[src/rtl/muldiv_pkg.sv]
// Shared definitions for the RV32M multiply/divide unit: op encodings,
// FSM states and the default datapath width.
package muldiv_pkg;

    localparam int DEF_WIDTH = 32;

    typedef enum logic [2:0] {
        OP_MUL    = 3'b000,
        OP_MULH   = 3'b001,
        OP_MULHSU = 3'b010,
        OP_MULHU  = 3'b011,
        OP_DIV    = 3'b100,
        OP_DIVU   = 3'b101,
        OP_REM    = 3'b110,
        OP_REMU   = 3'b111
    } op_e;

    typedef enum logic [2:0] {
        S_IDLE,
        S_PREP,
        S_ITER,
        S_FIX,
        S_DONE
    } state_e;

endpackage

[src/rtl/muldiv_if.sv]
// Request/response bundle between the issue stage and the mul/div unit.
interface muldiv_if import muldiv_pkg::*; #(
    parameter int WIDTH = DEF_WIDTH
);
    logic             start;
    logic [2:0]       funct3;
    logic [WIDTH-1:0] rs1_val;
    logic [WIDTH-1:0] rs2_val;
    logic [4:0]       rd_in;
    logic             busy;
    logic             done;
    logic [WIDTH-1:0] result;
    logic [4:0]       rd_out;
    logic             err;

    modport master (
        output start, funct3, rs1_val, rs2_val, rd_in,
        input  busy, done, result, rd_out, err
    );

    modport slave (
        input  start, funct3, rs1_val, rs2_val, rd_in,
        output busy, done, result, rd_out, err
    );
endinterface

[src/rtl/muldiv_divider.sv]
// Restoring divider on unsigned magnitudes: one quotient bit per step,
// dividend shifted out of the quotient register as quotient bits shift in.
module muldiv_divider import muldiv_pkg::*; #(
    parameter int WIDTH = DEF_WIDTH
) (
    input  logic             clk,
    input  logic             rst_n,
    input  logic             load,
    input  logic             step,
    input  logic [WIDTH-1:0] dividend,
    input  logic [WIDTH-1:0] divisor,
    output logic [WIDTH-1:0] quotient,
    output logic [WIDTH-1:0] remainder
);
    logic [WIDTH-1:0] dvs;
    logic [WIDTH:0]   trial;
    logic [WIDTH:0]   diff;

    assign trial = {remainder, quotient[WIDTH-1]};
    // MSB of diff set means trial < divisor: restore (keep trial)
    assign diff  = trial - {1'b0, dvs};

    always_ff @(posedge clk or negedge rst_n) begin
        if (!rst_n) begin
            quotient  <= '0;
            remainder <= '0;
            dvs       <= '0;
        end else if (load) begin
            quotient  <= dividend;
            remainder <= '0;
            dvs       <= divisor;
        end else if (step) begin
            if (!diff[WIDTH]) begin
                remainder <= diff[WIDTH-1:0];
                quotient  <= {quotient[WIDTH-2:0], 1'b1};
            end else begin
                remainder <= trial[WIDTH-1:0];
                quotient  <= {quotient[WIDTH-2:0], 1'b0};
            end
        end
    end
endmodule

[src/rtl/muldiv_unit.sv]
// Iterative RV32M multiply/divide unit. Divide ops exist only when
// MULDIV_DIV_EN is defined; otherwise they complete at once with err=1.
module muldiv_unit import muldiv_pkg::*; #(
    parameter int WIDTH = DEF_WIDTH
) (
    input  logic    clk,
    input  logic    rst_n,
    muldiv_if.slave bus
);
    localparam int CW = $clog2(WIDTH) + 1;

    state_e             state, state_nx;
    op_e                op;
    logic [WIDTH-1:0]   a, b, res;
    logic [4:0]         rd, rd_q;
    logic               res_err;
    logic [CW-1:0]      cnt;
    logic [2*WIDTH-1:0] prod, prod_s;

    logic             a_neg, b_neg, neg, is_div, shortcut, short_err;
    logic [WIDTH-1:0] a_mag, b_mag, fix_res, short_res;
    logic [WIDTH:0]   mul_sum;

    // Operands and op stay latched for the whole op, so signs are derived live
    assign is_div  = op[2];
    assign a_neg   = a[WIDTH-1] & (op == OP_MULH || op == OP_MULHSU || op == OP_DIV || op == OP_REM);
    assign b_neg   = b[WIDTH-1] & (op == OP_MULH || op == OP_DIV || op == OP_REM);
    assign neg     = a_neg ^ b_neg;
    assign a_mag   = a_neg ? ~a + 1'b1 : a;
    assign b_mag   = b_neg ? ~b + 1'b1 : b;
    assign mul_sum = {1'b0, prod[2*WIDTH-1:WIDTH]} + {1'b0, a_mag};
    assign prod_s  = neg ? ~prod + 1'b1 : prod;

`ifdef MULDIV_DIV_EN
    localparam logic [WIDTH-1:0] MIN_NEG = {1'b1, {(WIDTH-1){1'b0}}};
    logic             div_zero, div_ovf;
    logic [WIDTH-1:0] quo, rem, quo_s, rem_s;

    assign div_zero  = (b == '0);
    assign div_ovf   = (op == OP_DIV || op == OP_REM) && a == MIN_NEG && b == '1;
    assign shortcut  = is_div && (div_zero || div_ovf);
    assign short_res = op[1] ? (div_zero ? a : '0) : (div_zero ? '1 : MIN_NEG);
    assign short_err = 1'b0;

    muldiv_divider #(.WIDTH(WIDTH)) u_div (
        .clk       (clk),
        .rst_n     (rst_n),
        .load      (state == S_PREP && is_div),
        .step      (state == S_ITER && is_div),
        .dividend  (a_mag),
        .divisor   (b_mag),
        .quotient  (quo),
        .remainder (rem)
    );

    // Remainder takes the dividend's sign, quotient truncates toward zero
    assign quo_s   = neg ? ~quo + 1'b1 : quo;
    assign rem_s   = a_neg ? ~rem + 1'b1 : rem;
    assign fix_res = is_div ? (op[1] ? rem_s : quo_s)
                   : (op == OP_MUL ? prod_s[WIDTH-1:0] : prod_s[2*WIDTH-1:WIDTH]);
`else
    assign shortcut  = is_div;
    assign short_res = '0;
    assign short_err = 1'b1;
    assign fix_res   = (op == OP_MUL) ? prod_s[WIDTH-1:0] : prod_s[2*WIDTH-1:WIDTH];
`endif

    always_comb begin
        state_nx = state;
        case (state)
            S_IDLE:  if (bus.start) state_nx = S_PREP;
            S_PREP:  state_nx = shortcut ? S_DONE : S_ITER;
            S_ITER:  if (cnt == CW'(WIDTH-1)) state_nx = S_FIX;
            S_FIX:   state_nx = S_DONE;
            S_DONE:  state_nx = bus.start ? S_PREP : S_IDLE;
            default: state_nx = S_IDLE;
        endcase
    end

    always_ff @(posedge clk or negedge rst_n) begin
        if (!rst_n) begin
            state   <= S_IDLE;
            op      <= OP_MUL;
            a       <= '0;
            b       <= '0;
            rd      <= '0;
            cnt     <= '0;
            prod    <= '0;
            res     <= '0;
            res_err <= 1'b0;
            rd_q    <= '0;
        end else begin
            state <= state_nx;
            case (state)
                S_IDLE, S_DONE: if (bus.start) begin
                    a  <= bus.rs1_val;
                    b  <= bus.rs2_val;
                    op <= op_e'(bus.funct3);
                    rd <= bus.rd_in;
                end
                S_PREP: begin
                    cnt  <= '0;
                    prod <= {{WIDTH{1'b0}}, b_mag};
                    if (shortcut) begin
                        res     <= short_res;
                        res_err <= short_err;
                        rd_q    <= rd;
                    end
                end
                S_ITER: begin
                    cnt <= cnt + 1'b1;
                    // Shift-add: multiplier bits leave the low half as product bits enter the top
                    if (!is_div)
                        prod <= prod[0] ? {mul_sum, prod[WIDTH-1:1]} : {1'b0, prod[2*WIDTH-1:1]};
                end
                S_FIX: begin
                    res     <= fix_res;
                    res_err <= 1'b0;
                    rd_q    <= rd;
                end
                default: ;
            endcase
        end
    end

    assign bus.busy   = (state == S_PREP) || (state == S_ITER) || (state == S_FIX);
    assign bus.done   = (state == S_DONE);
    assign bus.result = res;
    assign bus.rd_out = rd_q;
    assign bus.err    = res_err;
endmodule

[src/flat_wrapper.sv]
// flat-port wrapper written by rule: the top's interface ports become plain ports
module muldiv_unit_flat import muldiv_pkg::*;
#(
    parameter int WIDTH = DEF_WIDTH
)
  (clk, rst_n, bus_start, bus_funct3, bus_rs1_val, bus_rs2_val, bus_rd_in, bus_busy, bus_done, bus_result, bus_rd_out, bus_err);
  muldiv_if #(.WIDTH(WIDTH)) bus_i ();
  input  logic clk;
  input  logic rst_n;
  input wire logic [$bits(bus_i.start)-1:0] bus_start;
  input wire logic [$bits(bus_i.funct3)-1:0] bus_funct3;
  input wire logic [$bits(bus_i.rs1_val)-1:0] bus_rs1_val;
  input wire logic [$bits(bus_i.rs2_val)-1:0] bus_rs2_val;
  input wire logic [$bits(bus_i.rd_in)-1:0] bus_rd_in;
  output wire logic [$bits(bus_i.busy)-1:0] bus_busy;
  output wire logic [$bits(bus_i.done)-1:0] bus_done;
  output wire logic [$bits(bus_i.result)-1:0] bus_result;
  output wire logic [$bits(bus_i.rd_out)-1:0] bus_rd_out;
  output wire logic [$bits(bus_i.err)-1:0] bus_err;
  assign bus_i.start = bus_start;
  assign bus_i.funct3 = bus_funct3;
  assign bus_i.rs1_val = bus_rs1_val;
  assign bus_i.rs2_val = bus_rs2_val;
  assign bus_i.rd_in = bus_rd_in;
  assign bus_busy = bus_i.busy;
  assign bus_done = bus_i.done;
  assign bus_result = bus_i.result;
  assign bus_rd_out = bus_i.rd_out;
  assign bus_err = bus_i.err;
  muldiv_unit #(.WIDTH(WIDTH)) u_core (.clk(clk), .rst_n(rst_n), .bus(bus_i));
endmodule
[config.mk]
export PLATFORM = sky130hd
export DESIGN_NAME = muldiv_unit_flat
export DESIGN_NICKNAME = d
export VERILOG_FILES = /design/src/rtl/muldiv_pkg.sv /design/src/rtl/muldiv_if.sv /design/src/rtl/muldiv_divider.sv /design/src/rtl/muldiv_unit.sv /design/src/flat_wrapper.sv
export SDC_FILE = /design/constraint.sdc
export NUM_CORES = 1
export LEC_CHECK = 0
export BUFFER_PORTS_ARGS = -buffer_cell sky130_fd_sc_hd__clkbuf_2
export CAP_MARGIN = 40
export CORE_MARGIN = 4
export CORE_UTILIZATION = 60
export CTS_CLUSTER_SIZE = 16
export DETAILED_ROUTE_END_ITERATION = 12
export GPL_TIMING_DRIVEN = 0
export HOLD_SLACK_MARGIN = 0.12
export PLACE_DENSITY_LB_ADDON = 0.2
export SLEW_MARGIN = 40
export SYNTH_ARGS = -nofsm -noshare
export SYNTH_HDL_FRONTEND = slang
export SYNTH_SLANG_ARGS = --single-unit
[constraint.sdc]
create_clock -name clk -period 5.3 [get_ports clk]
set_input_delay 0.53 -clock clk [delete_from_list [all_inputs] [get_ports clk]]
set_output_delay 0.53 -clock clk [all_outputs]
set_load 0.02 [all_outputs]
After elaboration in Yosys (flattened, before gate mapping)
Index checks and enable logic that the tools add are counted.
W data, S select, Z words.
{"block": "op_classes", "add_sub_neg": 5, "muxes": 19, "bitwise_logic": 6, "n_reduce_logical": 16, "n_eq_ne": 13}
{"op": "$mux W64", "count": 3}
{"op": "$mux W32", "count": 4}
{"op": "$pmux W64 S2", "count": 1}
{"op": "$add A32 B1 Y32 const B", "count": 2}
{"op": "$add A64 B1 Y64 const B", "count": 1}
{"op": "$not A32 Y32", "count": 2}
{"op": "$not A64 Y64", "count": 1}
{"op": "$pmux W32 S2", "count": 1}
{"op": "$add A32 B32 Y33", "count": 1}
{"op": "$pmux W3 S5", "count": 1}
{"op": "$pmux W6 S2", "count": 1}
{"op": "$pmux W5 S2", "count": 1}
{"op": "$eq A3 B2 Y1 const B", "count": 3}
{"op": "$eq A3 B3 Y1 const B", "count": 3}
{"op": "$mux W3", "count": 3}
{"op": "$reduce_and A2 Y1", "count": 4}
{"op": "$logic_or A1 B1 Y1", "count": 7}
{"op": "$add A6 B1 Y6 const B", "count": 1}
{"op": "$eq A3 B1 Y1 const B", "count": 2}
{"op": "$eq A6 B5 Y1 const B", "count": 1}
{"op": "$logic_not A3 Y1", "count": 2}
{"op": "$mux W5", "count": 1}
{"op": "$ne A2 B1 Y1 const B", "count": 2}
{"op": "$ne A2 B2 Y1 const B", "count": 2}
{"op": "6 further kinds", "count": 9}
{"block": "totals", "input_bits": 75, "out_inout_bits": 40, "reg_bits": 183, "word_cells": 69}

Longest topological paths before layout
{"block": "logic_depth", "ltp_word": 10, "mapped_depth": 17, "mapped_depth_nobuf": 17}

Worst setup path before layout
No wires, ideal clock.
{"block": "synth_timing", "kind": "register to register", "start": "register u_core.a[9]", "end": "register u_core.prod[63]", "arrival_time_ps": 4158, "required_ps": 5218, "setup_slack_ps": 1060, "setup_time_ps": 82, "stages_incl_launch_ff": 15, "path_buffers": 2, "period_less_slack_ps": 4240, "path_cell_list": "dfrtp_1 > or4_1 > or3_1 > clkbuf_1 > or3_1 > o41ai_1 > xnor2_1 > ha_1 > clkbuf_1 > nand4_1 > o41ai_1 > o41a_1 > nor4_1 > or4_1 > a31oi_1"}
{"block": "synth_between", "elab_chain_cells": 7}
{"item": "start: declaration", "line": "muldiv_unit.sv:14", "text": "logic [WIDTH-1:0] a, b, res;"}
{"item": "start signal: assignment", "line": "muldiv_unit.sv:96", "text": "a <= bus.rs1_val;"}
{"item": "$not A32 Y32", "line": "muldiv_unit.sv:29", "text": "assign a_mag = a_neg ? ~a + 1'b1 : a;"}
{"item": "$add A32 B1 Y32", "line": "muldiv_unit.sv:29"}
{"item": "$mux W32 (*)", "line": "muldiv_unit.sv:29"}
{"item": "$add A32 B32 Y33 (*)", "line": "muldiv_unit.sv:31", "text": "assign mul_sum = {1'b0, prod[2*WIDTH-1:WIDTH]} + {1'b0, a_mag};"}
{"item": "$mux W64 (*)", "line": "muldiv_unit.sv:114", "text": "prod <= prod[0] ? {mul_sum, prod[WIDTH-1:1]} : {1'b0, prod[2*WIDTH-1:1]};"}
{"item": "$mux W64 (*)", "line": "muldiv_unit.sv:113", "text": "if (!is_div)"}
{"item": "$pmux W64 S2 (*)", "line": "muldiv_unit.sv:94", "text": "case (state)"}
{"item": "end signal: assignment", "line": "muldiv_unit.sv:103", "text": "prod <= {{WIDTH{1'b0}}, b_mag};"}
{"item": "end signal: assignment", "line": "muldiv_unit.sv:114"}
{"item": "end: declaration", "line": "muldiv_unit.sv:18", "text": "logic [2*WIDTH-1:0] prod, prod_s;"}
Mark *: on every way between the ends. The rest lies on a longest branch, timed or not. The select of a mux whose other input is x is not followed.
A chain may end at the register's enable or synchronous reset.

Final worst setup path
{"block": "layout_timing", "start": "register u_core.op[1]", "end": "register u_core.prod[57]"}
{"block": "layout_between", "elab_chain_cells": 10}
{"item": "start: declaration", "line": "muldiv_unit.sv:13", "text": "op_e op;"}
{"item": "start signal: assignment", "line": "muldiv_unit.sv:98", "text": "op <= op_e'(bus.funct3);"}
{"item": "$eq A3 B1 Y1 / $eq A3 B2 Y1 (equally long branches)", "line": "muldiv_unit.sv:26", "text": "assign a_neg = a[WIDTH-1] & (op == OP_MULH || op == OP_MULHSU || op == OP_DIV || op == OP_REM);"}
{"item": "$logic_or A1 B1 Y1 (2 in series)", "line": "muldiv_unit.sv:26"}
{"item": "$logic_or A1 B1 Y1 (*)", "line": "muldiv_unit.sv:26"}
{"item": "$and A1 B1 Y1 (*)", "line": "muldiv_unit.sv:26"}
{"item": "$mux W32 (*)", "line": "muldiv_unit.sv:29"}
{"item": "$add A32 B32 Y33 (*)", "line": "muldiv_unit.sv:31"}
{"item": "$mux W64 (*)", "line": "muldiv_unit.sv:114"}
{"item": "$mux W64 (*)", "line": "muldiv_unit.sv:113"}
{"item": "$pmux W64 S2 (*)", "line": "muldiv_unit.sv:94"}
Marks and branches as above.

==> results by group <==
Worst hold path
  • HP Class: input pin to flop

Final layout
  • Ant diodes: 0
  • Number of standard cells in the layout, taps in and fillers out: between 1,500 and 2,000
  • Net count of the finished layout: 1,447
  • Area grow syn2layout: 14.2%
  • # fillers: 1,456
  • Total area of multi-input combinational cells: 6220 µm²
  • Summed area of non-filler cells in the final layout: 12,700 µm²
  • Fraction of final layout cells with drive strength greater than 1: between 10% and 20%
  • Sequential standard cell area: 4580 µm²

Power
  • Worst voltage drop across the vdd grid: 437 µV
  • Total power draw: 9.67 mW
  • Standby leakage power: around 5.7 nW
  • Pwr Density: 759 nW/µm²

Synth
  • Synthesized net count: 1,310
  • Synthesis Warnings: 0
  • Yosys top cell by area: dfrtp_1
  • Ranking of synthesized cells by area: dfrtp_1 41%, mux2_2 6.9%, o21ai_0 6.1%, xnor2_1 5.3%, ha_1 4.8%
  • Sequential fraction of the synthesis area: 41.0%
  • Async set or reset register ratio after synthesis: 100%
  • Post-synthesis cell count: 1,191
  • Number of register bits inferred by synthesis: 183
  • Number of enable flip-flop cells after synthesis: 0
  • Post-Synthesis Cell Area: 11,200 µm²
  • Post-synth top area share: 41.0%
  • Prevailing post-synth register cell: dfrtp_1
  • Mean Syn Cell Area: 9.37 µm²
  • Number of unique standard cell types used by synthesis: between 60 and 70

Die
  • Y dimension of the die: 144 µm
  • Cell Rows: 49
  • Die width: approximately 140 µm
  • Boundary Pins: 115
  • Placeable core region: about 18,000 µm²
  • Die footprint: 20,900 µm²
  • Initial standard-cell utilization of the core: between 60 and 70%

Drt
  • DRC Markers: 0
  • Number of nets still failing antenna checks after routing: 0
  • DRT Pass-1 Iters: 5
  • Iteration-0 DRC count of the detailed router: approximately 900
  • Wire length after detailed routing: between 20 and 30 mm
  • Via count: 9,763
  • Vias/cell: 6.22
  • Average detailed-routed wire length per instance: 19.1 µm

Setup path
  • Critical Setup Path Class: flop to flop
  • CP startpoint: u_core.op[1]
  • Worst Setup End Kind: flop
  • CP endpoint: u_core.prod[57]
  • Data arrival, critical path: 5420 ps
  • Length in cells of the worst reg-to-reg path: 15
  • CP startpoint kind: flop
  • Worst R2R Setup Slack: 220 ps
  • Data required time of the critical path: 5640 ps
  • CP max FO: 10
  • Launch point of the worst reg-to-reg path: u_core.op[1]
  • Reg-to-reg endpoint: u_core.prod[57]

Place
  • HPWL after detailed placement: 22.5 mm
  • Final weighted congestion in routability-driven placement: 0.892
  • Cell area after placement: 12,100 µm²
  • Post-placement cell count: 1,537
  • Number of buffers added on ports: 114
  • Placement-stage worst setup slack: between 100 and 150 ps

CTS
  • CTS Root Cell: clkbuf_16
  • Clock Tree Buf Depth: 2
  • Clock network latency to the later pin of the worst-skew pair: between 400 and 500 ps
  • Num CTS Buffers: 17
  • CTS tree: yes
  • Clock transition at the registers of the reported paths: approximately 70 ps
  • Clock sink count: 183
  • # H-tree levels: 4

Timing
  • Setup tns final: 0 ps
  • Achievable clock frequency: approximately 0.20 GHz
  • Setup-violating endpoint count in the final report: 0
  • Count of pins over their slew limit: 0
  • Final hold viol count: 0
  • Transition time at the pin with the least slew margin: 849 ps
  • Period utilization: a little over nine tenths
  • Max transition margin: 42.9%
  • Setup slack of the critical path after layout: ~220 ps
  • Layout Skew: 10.7 ps
  • Tmin final: 5080 ps
  • RSZ-0062 raised after global routing: no

Global route
  • Initial antenna violation count: 1
  • Largest net degree at the start of global routing: 63
  • Total grt overflow: 0
  • Total Routing Usage GR: between 20 and 30%
  • First-pass GRT wire length: ~48 mm
  • Vias in the first global route: 9,399

Job
  • Max Cap Viol: 0

Run status
  • Run status: finished clean
## how the worst min path moves through the flow
stage / startpoint / end / slack (ps) / depth (start not counted)
CTS: bus_rs2_val[0] / u_core.b[0] / 280 / 3
global placement: u_core.rd[0] / u_core.bus.rd_out[0] / 440 / 2
floorplan: rst_n / u_core.a[0] / 230 / 0
finish: bus_rs2_val[0] / u_core.b[0] / 290 / 3
global route: bus_rs2_val[0] / u_core.b[0] / 300 / 3
detailed placement: rst_n / u_core.b[29] / 460 / 1
## flip-flops by register name, indices dropped and copies added, names as in the netlist
register and count:
u_core.prod 64, u_core.a 32, u_core.b 32, u_core.bus.result 32
u_core.cnt 6, u_core.bus.rd_out 5, u_core.rd 5, u_core.op 3
u_core.state 3, u_core.bus.err 1
## layout by cell type, fill, tap and decap left out, drive strengths merged, types with 4 or more instances in the layout
cell,netlist,routed
a21o,14,14
a21oi,101,101
a22o,4,4
a22oi,47,47
a31oi,8,8
and2,6,6
and3,7,7
buf,6,9
clkbuf,57,189
clkinv,0,4
dfrtp,183,183
ha,43,43
inv,28,32
mux2,68,68
mux2i,17,17
nand2,111,111
nand2b,7,7
nand3,15,15
nand4,8,8
nor2,73,73
nor2b,4,4
nor3,24,24
nor4,17,17
o211ai,5,5
o21a,4,4
o21ai,135,135
o21bai,6,6
o221ai,6,6
o31ai,17,17
o41ai,8,8
or3,13,13
or4,9,9
xnor2,67,67
xor2,47,47
## repair_timing
item,CTS,global route
hold endpoints to repair,32,0
resized for setup,0,3
setup endpoints to repair,0,6
buffers inserted,0,0
hold buffers,1,0
## worst max-delay path: stages (launching register included)
cell and delay (ps):
dfrtp_1 470, or3_1 150, clkbuf_1 380, and3_1 290, clkbuf_1 410, clkbuf_2 340, o21ai_0 220, fa_1 490
a21o_1 220, a221o_1 360, o211ai_1 440, o41ai_2 200, o41a_1 410, o21a_1 210, o21a_1 170, o31ai_1 230
## where the power goes
| group | switching, mW | internal (mW) |
|---|---|---|
| clock | 0.577 | 0.760 |
| sequential | 0.752 | 1.97 |
| combinational | 3.28 | 2.33 |
## Yosys cell counts, types with 3 or more instances
library cell	n
or3_1	9
xor2_1	47
nand3b_1	3
nand2_1	110
inv_1	28
mux2_2	68
mux2i_1	17
a22o_1	4
xnor2_1	67
a22oi_1	47
nor4_1	15
a21o_1	14
o221ai_1	6
a31oi_1	8
nand3_1	15
clkbuf_1	54
ha_1	43
a21oi_1	101
o21a_1	4
o31ai_1	17
a221o_1	3
nor3_1	24
o21bai_1	6
dfrtp_1	183
buf_1	4
o211ai_1	5
nand4_1	8
or4_1	7
clkbuf_8	3
and2_1	5
nand2b_1	7
nor2b_1	4
and3_1	7
o21ai_0	135
o41ai_1	7
nor2_1	72
## final cells by class
cell class                      count  share of cell area, %
Timing Repair Buffer              118                   5.21
Sequential cell                   183                   35.9
Tap cell                          229                   2.25
Clock inverter                     13                   1.34
Inverter                           28                  0.825
Buffer                             63                   2.22
Clock buffer                       18                   3.45
Multi-Input combinational cell    917                   48.8
## routing by layer
layer,vias up,wire length [µm],GRT usage (%)
li1,4594,-,-
met5,-,13,0
met2,350,14100,46.6
met1,4760,13200,40.9
met4,2,635,9.08
met3,57,2010,5.13
## stage by stage
step           hold slack [ps]  utilization, %
2_1_floorplan              234               -
6_report                   292            70.2
3_3_place_gp               441            66.2
3_5_place_dp               456            66.7
4_1_cts                    284            70.1
5_1_grt                    300            70.2
## cells by family (layout without fill, tap and decap cells)
logic type	after synthesis	count (layout)	synth area share, %
xor+xnor	114	114	8.94
buf+inv	91	240	3.46
fa+ha+maj	44	44	5.00
flops	183	183	41.0
simple gates	303	303	13.1
compound gates	371	371	20.1
mux	85	85	8.38
(Power assumes the default switching activity.)
